File: src/rtl/mac_ctrl_if.sv
// mac_ctrl_if: operand-in, multiplier and result-out bus of the mac_ctrl sequencer
//   in_valid/in_ready/in_a/in_b/in_last         operand pair stream
//   mul_a_i/mul_b_i/mul_start/mul_busy/mul_result  start/busy link to the sequential multiplier
//   acc_valid/acc_ready/acc_out/acc_count/acc_err  dot-product result stream
//   busy                                          sequencer not idle
//   slave = mac_ctrl side, master = environment side
interface mac_ctrl_if #(parameter int ACC_W = 24, parameter int CNT_W = 10);
  logic in_valid, in_ready, in_last;
  logic [7:0] in_a, in_b, mul_a_i, mul_b_i;
  logic mul_start, mul_busy;
  logic [15:0] mul_result;
  logic acc_valid, acc_ready, acc_err, busy;
  logic [ACC_W-1:0] acc_out;
  logic [CNT_W-1:0] acc_count;
  modport slave(
    input in_valid, in_a, in_b, in_last, mul_busy, mul_result, acc_ready,
    output in_ready, mul_a_i, mul_b_i, mul_start, acc_valid, acc_out, acc_count, acc_err, busy
  );
  modport master(
    output in_valid, in_a, in_b, in_last, mul_busy, mul_result, acc_ready,
    input in_ready, mul_a_i, mul_b_i, mul_start, acc_valid, acc_out, acc_count, acc_err, busy
  );
endinterface

File: src/rtl/mac_ctrl.sv
// mac_ctrl: multiply-accumulate sequencer feeding a start/busy 8x8 multiplier
//   clk, rst : clock, synchronous active-high reset
//   ifc      : mac_ctrl_if.slave (operand stream in, multiplier link, result stream out)
//   MAC_SATURATE_EN defined: accumulator clamps at all-ones and flags acc_err on overflow;
//   undefined: accumulator wraps and overflow is not reported.
module mac_ctrl #(
  parameter int ACC_W   = 24,
  parameter int CNT_W   = 10,
  parameter int TIMEOUT = 2000
) (
  input logic clk,
  input logic rst,
  mac_ctrl_if.slave ifc
);
  localparam int WC_W = $clog2(TIMEOUT + 1);
  typedef enum logic [2:0] {IDLE, ISSUE, GAP, WAIT, DONE} state_t;
  state_t state_q, state_d;
  logic [7:0] a_q, a_d, b_q, b_d;
  logic last_q, last_d, err_q, err_d;
  logic [WC_W-1:0] wcnt_q, wcnt_d;
  logic [ACC_W-1:0] acc_q, acc_d;
  logic [CNT_W-1:0] cnt_q, cnt_d;
  logic timeout;
  logic [15:0] prod;
  logic [ACC_W:0] sum;
  always_comb begin
    state_d = state_q;
    a_d = a_q;
    b_d = b_q;
    last_d = last_q;
    err_d = err_q;
    wcnt_d = wcnt_q;
    acc_d = acc_q;
    cnt_d = cnt_q;
    timeout = wcnt_q == WC_W'(TIMEOUT - 1);
    // an abandoned multiply contributes zero
    prod = ifc.mul_busy ? 16'd0 : ifc.mul_result;
    sum = {1'b0, acc_q} + {{(ACC_W - 15){1'b0}}, prod};
    case (state_q)
      IDLE: if (ifc.in_valid) begin
        a_d = ifc.in_a;
        b_d = ifc.in_b;
        last_d = ifc.in_last;
        state_d = ISSUE;
      end
      ISSUE: state_d = GAP;
      GAP: begin
        wcnt_d = '0;
        state_d = WAIT;
      end
      WAIT: if (!ifc.mul_busy || timeout) begin
`ifdef MAC_SATURATE_EN
        acc_d = sum[ACC_W] ? '1 : sum[ACC_W-1:0];
        err_d = err_q | ifc.mul_busy | sum[ACC_W];
`else
        acc_d = sum[ACC_W-1:0];
        err_d = err_q | ifc.mul_busy;
`endif
        cnt_d = &cnt_q ? cnt_q : cnt_q + 1'b1;
        state_d = last_q ? DONE : IDLE;
      end else wcnt_d = wcnt_q + 1'b1;
      DONE: if (ifc.acc_ready) begin
        acc_d = '0;
        cnt_d = '0;
        err_d = 1'b0;
        state_d = IDLE;
      end
      default: state_d = IDLE;
    endcase
  end
  always_ff @(posedge clk) begin
    if (rst) begin
      state_q <= IDLE;
      a_q <= '0;
      b_q <= '0;
      last_q <= 1'b0;
      err_q <= 1'b0;
      wcnt_q <= '0;
      acc_q <= '0;
      cnt_q <= '0;
    end else begin
      state_q <= state_d;
      a_q <= a_d;
      b_q <= b_d;
      last_q <= last_d;
      err_q <= err_d;
      wcnt_q <= wcnt_d;
      acc_q <= acc_d;
      cnt_q <= cnt_d;
    end
  end
  assign ifc.in_ready = !rst && state_q == IDLE;
  assign ifc.mul_a_i = a_q;
  assign ifc.mul_b_i = b_q;
  assign ifc.mul_start = state_q == ISSUE;
  assign ifc.acc_valid = state_q == DONE;
  assign ifc.acc_out = acc_q;
  assign ifc.acc_count = cnt_q;
  assign ifc.acc_err = err_q;
  assign ifc.busy = state_q != IDLE;
endmodule

File: src/flat_wrapper.sv
// flat-port wrapper written by rule: the top's interface ports become plain ports
module mac_ctrl_flat 
#(
  parameter int ACC_W   = 24,
  parameter int CNT_W   = 10,
  parameter int TIMEOUT = 2000
)
  (clk, rst, ifc_in_valid, ifc_in_a, ifc_in_b, ifc_in_last, ifc_mul_busy, ifc_mul_result, ifc_acc_ready, ifc_in_ready, ifc_mul_a_i, ifc_mul_b_i, ifc_mul_start, ifc_acc_valid, ifc_acc_out, ifc_acc_count, ifc_acc_err, ifc_busy);
  mac_ctrl_if #(.ACC_W(ACC_W), .CNT_W(CNT_W)) ifc_i ();
  input logic clk;
  input logic rst;
  input wire logic [$bits(ifc_i.in_valid)-1:0] ifc_in_valid;
  input wire logic [$bits(ifc_i.in_a)-1:0] ifc_in_a;
  input wire logic [$bits(ifc_i.in_b)-1:0] ifc_in_b;
  input wire logic [$bits(ifc_i.in_last)-1:0] ifc_in_last;
  input wire logic [$bits(ifc_i.mul_busy)-1:0] ifc_mul_busy;
  input wire logic [$bits(ifc_i.mul_result)-1:0] ifc_mul_result;
  input wire logic [$bits(ifc_i.acc_ready)-1:0] ifc_acc_ready;
  output wire logic [$bits(ifc_i.in_ready)-1:0] ifc_in_ready;
  output wire logic [$bits(ifc_i.mul_a_i)-1:0] ifc_mul_a_i;
  output wire logic [$bits(ifc_i.mul_b_i)-1:0] ifc_mul_b_i;
  output wire logic [$bits(ifc_i.mul_start)-1:0] ifc_mul_start;
  output wire logic [$bits(ifc_i.acc_valid)-1:0] ifc_acc_valid;
  output wire logic [$bits(ifc_i.acc_out)-1:0] ifc_acc_out;
  output wire logic [$bits(ifc_i.acc_count)-1:0] ifc_acc_count;
  output wire logic [$bits(ifc_i.acc_err)-1:0] ifc_acc_err;
  output wire logic [$bits(ifc_i.busy)-1:0] ifc_busy;
  assign ifc_i.in_valid = ifc_in_valid;
  assign ifc_i.in_a = ifc_in_a;
  assign ifc_i.in_b = ifc_in_b;
  assign ifc_i.in_last = ifc_in_last;
  assign ifc_i.mul_busy = ifc_mul_busy;
  assign ifc_i.mul_result = ifc_mul_result;
  assign ifc_i.acc_ready = ifc_acc_ready;
  assign ifc_in_ready = ifc_i.in_ready;
  assign ifc_mul_a_i = ifc_i.mul_a_i;
  assign ifc_mul_b_i = ifc_i.mul_b_i;
  assign ifc_mul_start = ifc_i.mul_start;
  assign ifc_acc_valid = ifc_i.acc_valid;
  assign ifc_acc_out = ifc_i.acc_out;
  assign ifc_acc_count = ifc_i.acc_count;
  assign ifc_acc_err = ifc_i.acc_err;
  assign ifc_busy = ifc_i.busy;
  mac_ctrl #(.ACC_W(ACC_W), .CNT_W(CNT_W), .TIMEOUT(TIMEOUT)) u_core (.clk(clk), .rst(rst), .ifc(ifc_i));
endmodule
File: config.mk
export PLATFORM = sky130hd
export DESIGN_NAME = mac_ctrl_flat
export DESIGN_NICKNAME = d
export VERILOG_FILES = /design/src/rtl/mac_ctrl_if.sv /design/src/rtl/mac_ctrl.sv /design/src/flat_wrapper.sv
export SDC_FILE = /design/constraint.sdc
export NUM_CORES = 1
export LEC_CHECK = 0
export ABC_AREA = 1
export ABC_CLOCK_PERIOD_IN_PS = 2850
export BUFFER_PORTS_ARGS = -buffer_cell sky130_fd_sc_hd__buf_2
export CAP_MARGIN = 20
export CORE_AREA = 2 2 168 88
export DETAILED_ROUTE_END_ITERATION = 8
export DIE_AREA = 0 0 170 90
export PLACE_DENSITY = 0.51
export SLEW_MARGIN = 20
export SYNTH_ARGS = -nofsm -noshare
export SYNTH_HDL_FRONTEND = slang
export SYNTH_SLANG_ARGS = --single-unit
File: constraint.sdc
create_clock -name clk -period 2.85 [get_ports clk]
set_clock_uncertainty 0.1 [all_clocks]
set_input_delay 0 -clock clk [delete_from_list [all_inputs] [get_ports clk]]
set_output_delay 0 -clock clk [all_outputs]
set_load 0.01 [all_outputs]
==> metrics.cfg <==
[outcome]
status = finished, final reports clean

[route]
ant_nets = 0
wl_mm = 12.0
routed_via_density = 4.71
vias = 4343
drt_iter0_markers = 300
wl_per_cell_um = 13.0
drtPass1Iterations = 5
drc = 0

[clocking]
htreeDepth = 3
cts.repair.resized = 0
clock_path_buffers = 2
cts_root_buffer = clkbuf_16
clk_pin_slew_ns = 0.06
insertion_delay_ns = 0.34
numCtsBuffers = 9
cts_setup_buffers = 0
cts.sink_count = 66
cts_tree = yes

[die]
core_um2 = 14000
initial_core_util = 0.291
die_y_um = 90
dieArea_um2 = 15300
die_w_um = 170
ioPinCount = 93
rows = 31

[pwr]
p_leak_nw = 2.42
ir_worst_vdd_uv = 286
power_density_nw_per_um2 = 487

[cells_and_area]
drive_above_1_share = 0.190
area_growth_pct = 26.8
nets = 794
multi_input_area_um2 = 2320
diodes = 0
fin_cells = 923
ff_latch_area_um2 = 1320
fillers = 1492

[logic_synthesis]
yosys_warnings = 0
muxShareOfSynthArea = 0
synth_xor_area_frac = 0.0129
synth_edf_count = 0
synth_simple_gate_area_frac = 0.347
synthMostInstantiatedCell = nand2_1
synth_common_cells = nand2_1 (156), inv_1 (84), a21oi_1 (73)
synthFlopType = dfxtp_1
synth_compound_area_frac = 0.150
synth_area_leader_cell = dfxtp_1
ys_ff_latch = 66
syn_inst = 630
ys_types = 39
synth_top_family_by_area = simple AND/OR/NAND/NOR gates
syn_avg_cell_area_um2 = 6.46
ys_seq_area_frac = 0.325
synthAdderAreaFrac = 0.0603
synth_fp_nets = 687
synthArstFlopShare = 0
synth_top_area_share = 0.325
synth.top_cells.by_area = dfxtp_1 (32%), nand2_1 (14%), a21oi_1 (9.0%)
netlist_area_um2 = 4070

[min_path]
holdPathStages = 4
hold_class = in2reg
min_from = ifc_acc_ready
hold_end = u_core.state_q[2]

[critical_path]
rr_worst_depth = 10
reg2reg_slack_ns = 0.55
worst_path_dominant_cell_family = simple AND/OR/NAND/NOR gates
critPathBufInv = 2
slowest_delay_ns = 0.43
crit_start = u_core.wcnt_q[0]
critical_path_class = reg2reg
critPathLaunchType = flip-flop
r2r_end = u_core.ifc.acc_out[18]
end_kind = flip-flop
crit_top_cell = nand2_1
critPathMaxFanout = 20
path_cells = ha_1 > inv_1 > nor2_1 > nand3_1 > nand2_4 > nand3_2 > inv_2 > nand2_1 > nand2_1 > a21oi_1
crit_path_top_delay_cell = nand3_2
rr_startpoint = u_core.wcnt_q[0]
arrival_ns = 2.41
cp.required_ns = 2.96

[job]
drv_cap = 0

[global_routing]
grt_pass1_wl_mm = 19.9
grt.busiest_layer = met1
grt-ovfl-total = 0
gr-usage-met2 = 0.216
antenna_found_initial = 0
grt_util_met1 = 0.251
grt_max_degree = 35
grt.total_usage = 0.162
met3_usage = 0.0405
grt_pass1_vias = 4002

[sta]
fmax_ghz = 0.434
rsz0062_at_grt = no
worst_pin_slew_ns = 0.538
relSlewSlack = 0.641
period_minus_slack_ns = 2.30
fin_setup_tns_ns = 0
fin_ws_ns = 0.547
hold_viol_final = 0
slew_viol_final = 0
fin_crit_sh = 0.808
setup_viol = 0

[placed_design]
dp.cells = 890
place_ws_ns = 0.542
portBuffers = 92
dpl.hpwl_mm = 9.14
place_congestion = 0.865

## report_power, final
group	total [mW]	internal, mW	switching, mW	leakage (nW)
clock network	1.14	0.683	0.461	0.146
logic	0.368	0.140	0.227	1.74
registers	1.00	0.970	0.0322	0.536
total	2.51	1.79	0.721	2.42
## kinds of logic after synthesis
family          after synthesis
compound gates              116
buf+inv                     106
xor+xnor                      6
fa+ha+maj                    19
simple gates                317
flops                        66
## worst max-delay path by stage
stage                                  end  slack [ns]  depth (start not counted)
finish              u_core.ifc.acc_out[18]        0.55                         10
global route        u_core.ifc.acc_out[18]        0.32                         10
CTS                 u_core.ifc.acc_out[23]        0.53                         10
detailed placement  u_core.ifc.acc_out[16]        0.54                         10
global placement    u_core.ifc.acc_out[23]        0.61                         10
floorplan           u_core.ifc.acc_out[20]        0.83                         14
## per-stage QoR
step / util / total power [mW] / cell area [µm²] / hold slack (ns)
final: 0.370 / 2.51 / 5160 / 0.0158
after CTS: 0.370 / 2.55 / 5160 / 0.00236
after global routing: 0.370 / 2.63 / 5160 / 0.0407
after global placement: 0.336 / 1.36 / 4690 / 0.176
after detailed placement: 0.336 / 1.37 / 4690 / 0.191
after floorplan: - / 1.25 / 4070 / 0.0930
## flip-flops by register name, summed over array words and instances (netlist names)
| name | flops |
|---|---|
| u_core.ifc.mul_a_i | 8 |
| u_core.last_q | 1 |
| u_core.wcnt_q | 11 |
| u_core.ifc.mul_b_i | 8 |
| u_core.ifc.acc_out | 24 |
| u_core.ifc.acc_err | 1 |
| u_core.ifc.acc_count | 10 |
| u_core.state_q | 3 |
## cell usage in the layout (no fill, tap or decap), types with 6 or more instances in the layout
cell	Yosys	layout
or2_2	6	6
inv_1	84	84
dfxtp_1	66	66
ha_1	18	18
inv_2	6	6
dlygate4sd3_1	0	17
a21oi_1	73	73
o21ai_0	30	30
nor2_1	67	67
nand3_1	37	37
nor3_1	14	14
nand4_1	10	10
clkbuf_16	0	9
buf_2	3	92
nand2_1	156	156
## layout make-up
class	count	share of cell area
timing repair buffer	112	0.127
inverter	90	0.0654
multi-input combinational	458	0.450
sequential	66	0.256
clock inverter	7	0.0150
clock buffer	9	0.0436
tap	181	0.0439
## worst min-delay path: cells and delay by family
family | cells | cell delay (ns)
compound gates | 1 | 0.09
buf+inv | 2 | 0.13
simple gates | 1 | 0.18
## per-layer routing
metal  part of all wire  up-vias
li1                   -     2241
met1               0.54     1930
met2               0.38      161
met3              0.070       11
met4              0.012        0
met5                  0        -
## repair_timing
item                                    4_1_cts  5_1_grt
endpoints found under the hold margin        17        0
endpoints found under the setup margin        0        0
hold buffers                                 17        0
Power figures use the tool's default switching activity.
